[config.mk]
export PLATFORM = sky130hd
export DESIGN_NAME = fec_descrambler
export DESIGN_NICKNAME = d
export VERILOG_FILES = /design/src/rtl/fec_pkg.sv /design/src/rtl/fec_descr_core.sv /design/src/rtl/fec_descrambler.sv
export SDC_FILE = /design/constraint.sdc
export NUM_CORES = 1
export LEC_CHECK = 0
export CAP_MARGIN = 10
export CORE_UTILIZATION = 52
export CTS_CLUSTER_SIZE = 16
export DETAILED_ROUTE_END_ITERATION = 8
export GPL_TIMING_DRIVEN = 1
export PLACE_DENSITY_LB_ADDON = 0.08
export SLEW_MARGIN = 20
export SYNTH_ARGS = -nofsm -noshare
export SYNTH_HDL_FRONTEND = slang
export SYNTH_HIERARCHICAL = 1
export SYNTH_SLANG_ARGS = --single-unit
[constraint.sdc]
create_clock -name CLK -period 1.88 [get_ports CLK]
set_input_delay 0.564 -clock CLK [delete_from_list [all_inputs] [get_ports CLK]]
set_output_delay 0.564 -clock CLK [all_outputs]
set_load 0.01 [all_outputs]
[src/rtl/fec_pkg.sv]
// Shared types and constants for the FEC receive-path descrambler.
package fec_pkg;

    typedef enum logic [1:0] {
        StIdle  = 2'd0,
        StPrime = 2'd1,
        StRun   = 2'd2
    } fec_state_e;

    localparam logic [1:0] SYNC_DATA = 2'b01;
    localparam logic [1:0] SYNC_CTRL = 2'b10;

    // x^58 + x^39 + 1
    localparam int unsigned DESCR_TAP_A = 58;
    localparam int unsigned DESCR_TAP_B = 39;
    localparam int unsigned HIST_W      = DESCR_TAP_A;

    localparam int unsigned NUM_BTYPES = 15;
    localparam logic [7:0] BTYPE_LIST [NUM_BTYPES] = '{
        8'h1E, 8'h2D, 8'h33, 8'h66, 8'h55, 8'h78, 8'h4B, 8'h87,
        8'h99, 8'hAA, 8'hB4, 8'hCC, 8'hD2, 8'hE1, 8'hFF
    };

    function automatic logic btype_valid(input logic [7:0] btype);
        logic hit;
        hit = 1'b0;
        for (int i = 0; i < int'(NUM_BTYPES); i++) begin
            if (btype == BTYPE_LIST[i]) begin
                hit = 1'b1;
            end
        end
        return hit;
    endfunction

endpackage

[src/rtl/fec_descr_core.sv]
// Combinational self-synchronous descrambler for one 64-bit block; also
// produces the history the next block needs.
module fec_descr_core
    import fec_pkg::*;
(
    input  logic [63:0]       c_blk_i,
    input  logic [HIST_W-1:0] hist_i,
    output logic [63:0]       payload_o,
    output logic [HIST_W-1:0] hist_o
);

    localparam int unsigned TapOff = DESCR_TAP_A - DESCR_TAP_B;
    localparam int unsigned XW     = 64 + TapOff;

    // Only the low XW bits of {block, history} are ever tapped.
    logic [XW-1:0] x;

    always_comb begin
        x = {c_blk_i[XW-HIST_W-1:0], hist_i};
        for (int i = 0; i < 64; i++) begin
            payload_o[i] = c_blk_i[i] ^ x[i + int'(TapOff)] ^ x[i];
        end
        hist_o = c_blk_i[63:64-HIST_W];
    end

endmodule

[src/rtl/fec_descrambler.sv]
// Restores 64b/66b sync headers and descrambles corrected 65-bit blocks.
// Optional block-type checker and bad-block counter: FEC_DESCR_BTYPE_CHK_EN.
module fec_descrambler
    import fec_pkg::*;
#(
    parameter int unsigned CNT_W = 16
) (
    input  logic             CLK,
    input  logic             RST_N,
    input  logic             C_BLK_ENA,
    input  logic [64:0]      C_BLK,
    input  logic             CSR_STAT_FEC_LOCK,
    input  logic             CSR_CNT_CLR,
    output logic             D_BLK_ENA,
    output logic [65:0]      D_BLK,
    output logic [CNT_W-1:0] CSR_STAT_BAD_BLK,
    output logic             CSR_STAT_DESCR_RUN
);

    fec_state_e        state_q, state_d;
    logic [HIST_W-1:0] hist_q, hist_d, hist_next;
    logic [63:0]       payload;
    logic              d_ena_q, d_ena_d;
    logic [65:0]       d_blk_q, d_blk_d;
    logic              run_q, run_d;
    logic [1:0]        sync_hdr;

    fec_descr_core u_core (
        .c_blk_i   (C_BLK[63:0]),
        .hist_i    (hist_q),
        .payload_o (payload),
        .hist_o    (hist_next)
    );

    assign sync_hdr = C_BLK[64] ? SYNC_CTRL : SYNC_DATA;

    always_comb begin
        state_d = state_q;
        hist_d  = hist_q;
        d_ena_d = 1'b0;
        d_blk_d = d_blk_q;
        run_d   = (state_q == StRun);
        if (!CSR_STAT_FEC_LOCK) begin
            state_d = StIdle;
            hist_d  = '0;
        end else begin
            unique case (state_q)
                StIdle: begin
                    state_d = StPrime;
                    hist_d  = '0;
                end
                StPrime: begin
                    // Seed block only loads history; nothing is emitted.
                    if (C_BLK_ENA) begin
                        state_d = StRun;
                        hist_d  = hist_next;
                    end
                end
                StRun: begin
                    if (C_BLK_ENA) begin
                        hist_d  = hist_next;
                        d_ena_d = 1'b1;
                        d_blk_d = {sync_hdr, payload};
                    end
                end
                default: begin
                    state_d = StIdle;
                    hist_d  = '0;
                end
            endcase
        end
    end

    always_ff @(posedge CLK or negedge RST_N) begin
        if (!RST_N) begin
            state_q <= StIdle;
            hist_q  <= '0;
            d_ena_q <= 1'b0;
            d_blk_q <= '0;
            run_q   <= 1'b0;
        end else begin
            state_q <= state_d;
            hist_q  <= hist_d;
            d_ena_q <= d_ena_d;
            d_blk_q <= d_blk_d;
            run_q   <= run_d;
        end
    end

    assign D_BLK_ENA          = d_ena_q;
    assign D_BLK              = d_blk_q;
    assign CSR_STAT_DESCR_RUN = run_q;

`ifdef FEC_DESCR_BTYPE_CHK_EN
    logic [CNT_W-1:0] cnt_q, cnt_d;
    logic             bad_blk;

    assign bad_blk = CSR_STAT_FEC_LOCK && C_BLK_ENA && (state_q == StRun) && C_BLK[64]
                     && !btype_valid(payload[7:0]);

    always_comb begin
        cnt_d = cnt_q;
        if (CSR_CNT_CLR) begin
            cnt_d = '0;
        end else if (bad_blk && (cnt_q != {CNT_W{1'b1}})) begin
            cnt_d = cnt_q + 1'b1;
        end
    end

    always_ff @(posedge CLK or negedge RST_N) begin
        if (!RST_N) begin
            cnt_q <= '0;
        end else begin
            cnt_q <= cnt_d;
        end
    end

    assign CSR_STAT_BAD_BLK = cnt_q;
`else
    logic unused_cnt_clr;

    assign unused_cnt_clr   = CSR_CNT_CLR;
    assign CSR_STAT_BAD_BLK = '0;
`endif

endmodule

* After elaboration in Yosys (flattened, before gate mapping) *
Index checks and enable logic that the tools add are counted.
Widths: inputs -> output; s select.

operators by class
  reduce and logical (&&, ||, !) cells = 4
  bitwise operators = 128
  multiplexer cells = 10
  equality and inequality tests = 5

operators by type and width
  kind                count
  $mux 58             3
  $xor 1x1->1         128
  $mux 2              3
  $ne 3x3->1 const B  2
  $pmux 2 s3          1
  $mux 1              3
  $reduce_and 3->1    1
  $eq 2x1->1 const B  1
  $eq 2x2->1 const B  1
  $logic_not 2->1     1
  $ne 2x2->1 const B  1
  $reduce_and 2->1    1
  $reduce_or 2->1     1

storage, ports and cells
  word-level logic and storage cells = 152
  output and inout bits = 84
  register bits = 128

* Logic depth before layout (Yosys ltp) *
  depth in word-level cells = 4
  depth in mapped cells = 7

* By module *
The synthesis kept the hierarchy.

modules (own cells, without submodules)
  module           area an instance (um^2)  times used  cells each
  fec_descrambler  5355.1                   1           363
  fec_descr_core   1964.4                   1           122

* Worst setup path after synthesis *
No wires, ideal clock.

  kind = register to register
  from = reg state_q[0]
  to = reg d_blk_q[15], in the netlist D_BLK[15]
  stages on the path, launching flop included = 8
  path slack = 304 ps
  setup time = 125 ps
  arrival time = 1451 ps
  cell sequence = dfrtp_1 > inv_1 > ha_1 > nand3_4 > inv_2 > buf_8 > buf_12 > mux2_4

between the ends
  word-level cells in the longest chain between the ends = 2

ends and longest elaborated chain
  what                               line                   text
  from (decl)                        fec_descrambler.sv:20  fec_state_e state_q, state_d;
  from (signal assigned)             fec_descrambler.sv:76  state_q <= StIdle;
  from (signal assigned)             fec_descrambler.sv:82  state_q <= state_d;
  $eq 2x2->1                         --
  via run_d                          fec_descrambler.sv:25  logic run_q, run_d;
  $reduce_and 3->1 (no source line)  --
  to (signal assigned)               fec_descrambler.sv:85  d_blk_q <= d_blk_d;
  to (decl)                          fec_descrambler.sv:24  logic [65:0] d_blk_q, d_blk_d;

The timed path passes the listed nets, and every way through them passes these cells.
A chain may end at the register's enable or synchronous reset.

* Final worst setup path *
  from = reg d_ena_q, in the netlist D_BLK_ENA
  to = out D_BLK_ENA

RTL lines
  what                    line                   text
  from (decl)             fec_descrambler.sv:23  logic d_ena_q, d_ena_d;
  from (signal assigned)  fec_descrambler.sv:84  d_ena_q <= d_ena_d;
  to (decl)               fec_descrambler.sv:14  output logic D_BLK_ENA,

No word-level cell between the ends.

==> results.sh <==
export IMPL_antennaDiodeCount=0
export IMPL_nNetsFinal=652
export IMPL_cp_end_kind="output pin"
export IMPL_clk_latency_ns=0.41
export IMPL_max_cap_violations=0
export IMPL_slowest_stage="clkdlybuf4s50_1"
export IMPL_synth_seq_area_share=0.438
export IMPL_finalInstanceArea_mm2=0.00906
export IMPL_netlist_top_cells_area="dfrtp_1 44%, xor3_1 20%, mux2_4 10%"
export IMPL_first_iter_violations=109
export IMPL_slowest_delay_ns=0.53
export IMPL_cts_clk_slew_worst_paths_ns=0.05
export IMPL_drtPass1Iterations=4
export IMPL_p_leak_nw=4.71
export IMPL_maxSlewViolCount=0
export IMPL_post_route_period_util=0.970
export IMPL_io_pins=154
export IMPL_cts_htree_levels=4
export IMPL_yosysMostFrequentCell="dfrtp_1"
export IMPL_wire_per_inst_um=18.2
export IMPL_skew_ns=0.00558
export IMPL_synth_top_area_cell="dfrtp_1"
export IMPL_synthCells=485
export IMPL_worstHoldPathType="flop to flop"
export IMPL_ant_nets=0
export IMPL_rsz0062_at_grt="no"
export IMPL_cts_sinks=128
export IMPL_required_ns=1.32
export IMPL_final_layout_size_suffix_gt1_frac=0.204
export IMPL_antenna_found_initial=0
export IMPL_drc=0
export IMPL_fin_util=0.671
export IMPL_synthToLayoutAreaGrowth_pct=23.7
export IMPL_grt_usage=0.208
export IMPL_netlist_area_leader_share=0.438
export IMPL_critPathBufInv=1
export IMPL_gp_congestion=0.762
export IMPL_dr_total_vias=3787
export IMPL_die_y_um=121
export IMPL_fp_dieW_um=121
export IMPL_seqPwrFrac=0.362
export IMPL_portBuffers=136
export IMPL_cts_buffers=17
export IMPL_grt_pass1_vias=4005
export IMPL_hold_viol=0
export IMPL_vdd_drop_max_uv=641
export IMPL_dp_hpwl_mm=9.47
export IMPL_p_sw_frac=0.271
export IMPL_final_setup_viol_count=0
export IMPL_avgSynthCellArea_um2=15.1
export IMPL_power_internal_w=0.00809
export IMPL_p_per_area_mw_per_mm2=1230
export IMPL_synth_cell_types=23
export IMPL_ys_ff_latch=128
export IMPL_arrival_ns=1.26
export IMPL_crit_type="flop to output pin"
export IMPL_ys_top_cells_by_count="128 x dfrtp_1, 77 x buf_4, 62 x xor3_1"
export IMPL_dpl_cell_area_mm2=0.00843
export IMPL_min_period_ns=1.82
export IMPL_wirelength_mm=14.0
export IMPL_tritoncts="yes"
export IMPL_via_per_inst=4.93
export IMPL_status="complete, no violations"
export IMPL_power_frac_comb=0.316
export IMPL_grt_pass1_wl_mm=22.5
export IMPL_fmax_ghz=0.549
export IMPL_grt_overflow=0
export IMPL_grt_max_degree=56
export IMPL_fp_row_count=42
export IMPL_switchingPower_w=0.00301
export IMPL_synthFlopType="dfrtp_1"
export IMPL_cts_path_max_buffers=2
export IMPL_synth_edff_count=0
export IMPL_dieArea_mm2=0.0146
export IMPL_cp_start_kind="flop"
export IMPL_critPathTopFamily="buffers and inverters"
export IMPL_path_cells="clkdlybuf4s50_1"
export IMPL_critPathMaxFanout=1
export IMPL_cts_root_buf="clkbuf_16"
export IMPL_start_util=0.542
export IMPL_synth_area_mm2=0.00732
export IMPL_core_area_mm2=0.0135
export IMPL_yosysWarnings=6
export IMPL_synthArstFlopShare=1.00
export IMPL_total_power_w=0.0111
export IMPL_clkPwrFrac=0.322
## per-layer routing
layer  track usage  share of wire
met3        0.0552          0.053
met4        0.0718          0.012
met2         0.317           0.47
met5             0              0
met1         0.289           0.46
## final timing paths
path / from / end / slack, ns / cells after the start
worst max-delay path: D_BLK_ENA$_DFF_PN0_ / D_BLK_ENA / 0.06 / 1
worst min-delay path: D_BLK[64]$_DFFE_PN0P_ / D_BLK[64]$_DFFE_PN0P_ / 0.48 / 2
worst max register to register: state_q[0]$_DFFE_PN0P_ / D_BLK[8]$_DFFE_PN0P_ / 0.14 / 6
worst min register to register: D_BLK[64]$_DFFE_PN0P_ / D_BLK[64]$_DFFE_PN0P_ / 0.48 / 2
max in group asynchronous: RST_N / hist_q[33]$_DFFE_PN0P_ / 0.75 / 3
min in group asynchronous: RST_N / hist_q[41]$_DFFE_PN0P_ / 0.57 / 2
## cells by family (layout without fill, tap and decap cells)
| group | count (synthesis) | in the layout | share of synthesized area |
|---|---|---|---|
| AND/OR/NAND/NOR | 63 | 63 | 0.0342 |
| multiplexers | 124 | 124 | 0.206 |
| flip-flops | 128 | 128 | 0.438 |
| XOR/XNOR | 64 | 64 | 0.209 |
| buffers and inverters | 98 | 190 | 0.104 |
| AO/OA/AOI/OAI | 4 | 4 | 0.00342 |
| other | 1 | 16 | 0.000512 |
| adder cells (fa/ha/maj) | 3 | 3 | 0.00513 |
## layout make-up
| cell class | instances | area, um2 |
|---|---|---|
| fill | 964 | 4450 |
| inverter | 4 | 16.3 |
| multi-input combinational | 274 | 3410 |
| tap | 176 | 220 |
| timing repair buffer | 154 | 1560 |
| sequential | 128 | 3200 |
| clock buffer | 17 | 425 |
| clock inverter | 15 | 218 |
## power groups by stage
stage | combinational (W) | clock, W | sequential, W
floorplan | 0.00180 | 0 | 0.00432
global placement | 0.00386 | 0 | 0.00406
detailed placement | 0.00392 | 0 | 0.00408
CTS | 0.00359 | 0.00364 | 0.00404
global route | 0.00375 | 0.00376 | 0.00412
finish | 0.00351 | 0.00357 | 0.00402
## metrics by stage
stage | hold WS (ns) | setup WS [ns] | instances | setup TNS [ns]
2_1_floorplan | 0.268 | 0.304 | 500 | 0
4_1_cts | 0.491 | 0.000205 | 768 | 0
5_1_grt | 0.514 | 0.0113 | 768 | 0
3_3_place_gp | 0.433 | -0.146 | 735 | -6.72
3_5_place_dp | 0.433 | -0.168 | 735 | -7.38
6_report | 0.479 | 0.0572 | 768 | 0
## flip-flops by register name, summed over array words and instances, names as in the netlist
name                cells
D_BLK                  66
state_q                 2
D_BLK_ENA               1
hist_q                 58
CSR_STAT_DESCR_RUN      1
## layout by cell type, fill, tap and decap left out
cell type / count
clkdlybuf4s50_1: 68
clkinv_2: 4
dlygate4sd3_1: 1
nand3_4: 1
dfrtp_1: 128
a21oi_1: 1
inv_1: 3
clkbuf_16: 17
dlygate4sd2_1: 50
nand2_2: 1
xor3_1: 62
nor2_1: 58
nand2_1: 3
buf_12: 7
dlymetal6s2s_1: 16
conb_1: 16
o21ai_0: 2
xor3_4: 2
mux2_2: 16
clkinvlp_4: 7
mux2i_1: 59
ha_1: 3
mux2_4: 49
buf_4: 11
buf_6: 1
bufinv_16: 5
o211a_1: 1
## timing repair
action | in CTS | in global routing
gates cloned | 0 | 0
hold buffers | 1 | 0
pin swaps | 0 | 0
endpoints found under the hold margin | 18 | 0
setup buffers | 0 | 0
gates resized for setup | 50 | 16
setup endpoints to repair | 50 | 16
(Power assumes the default switching activity.)
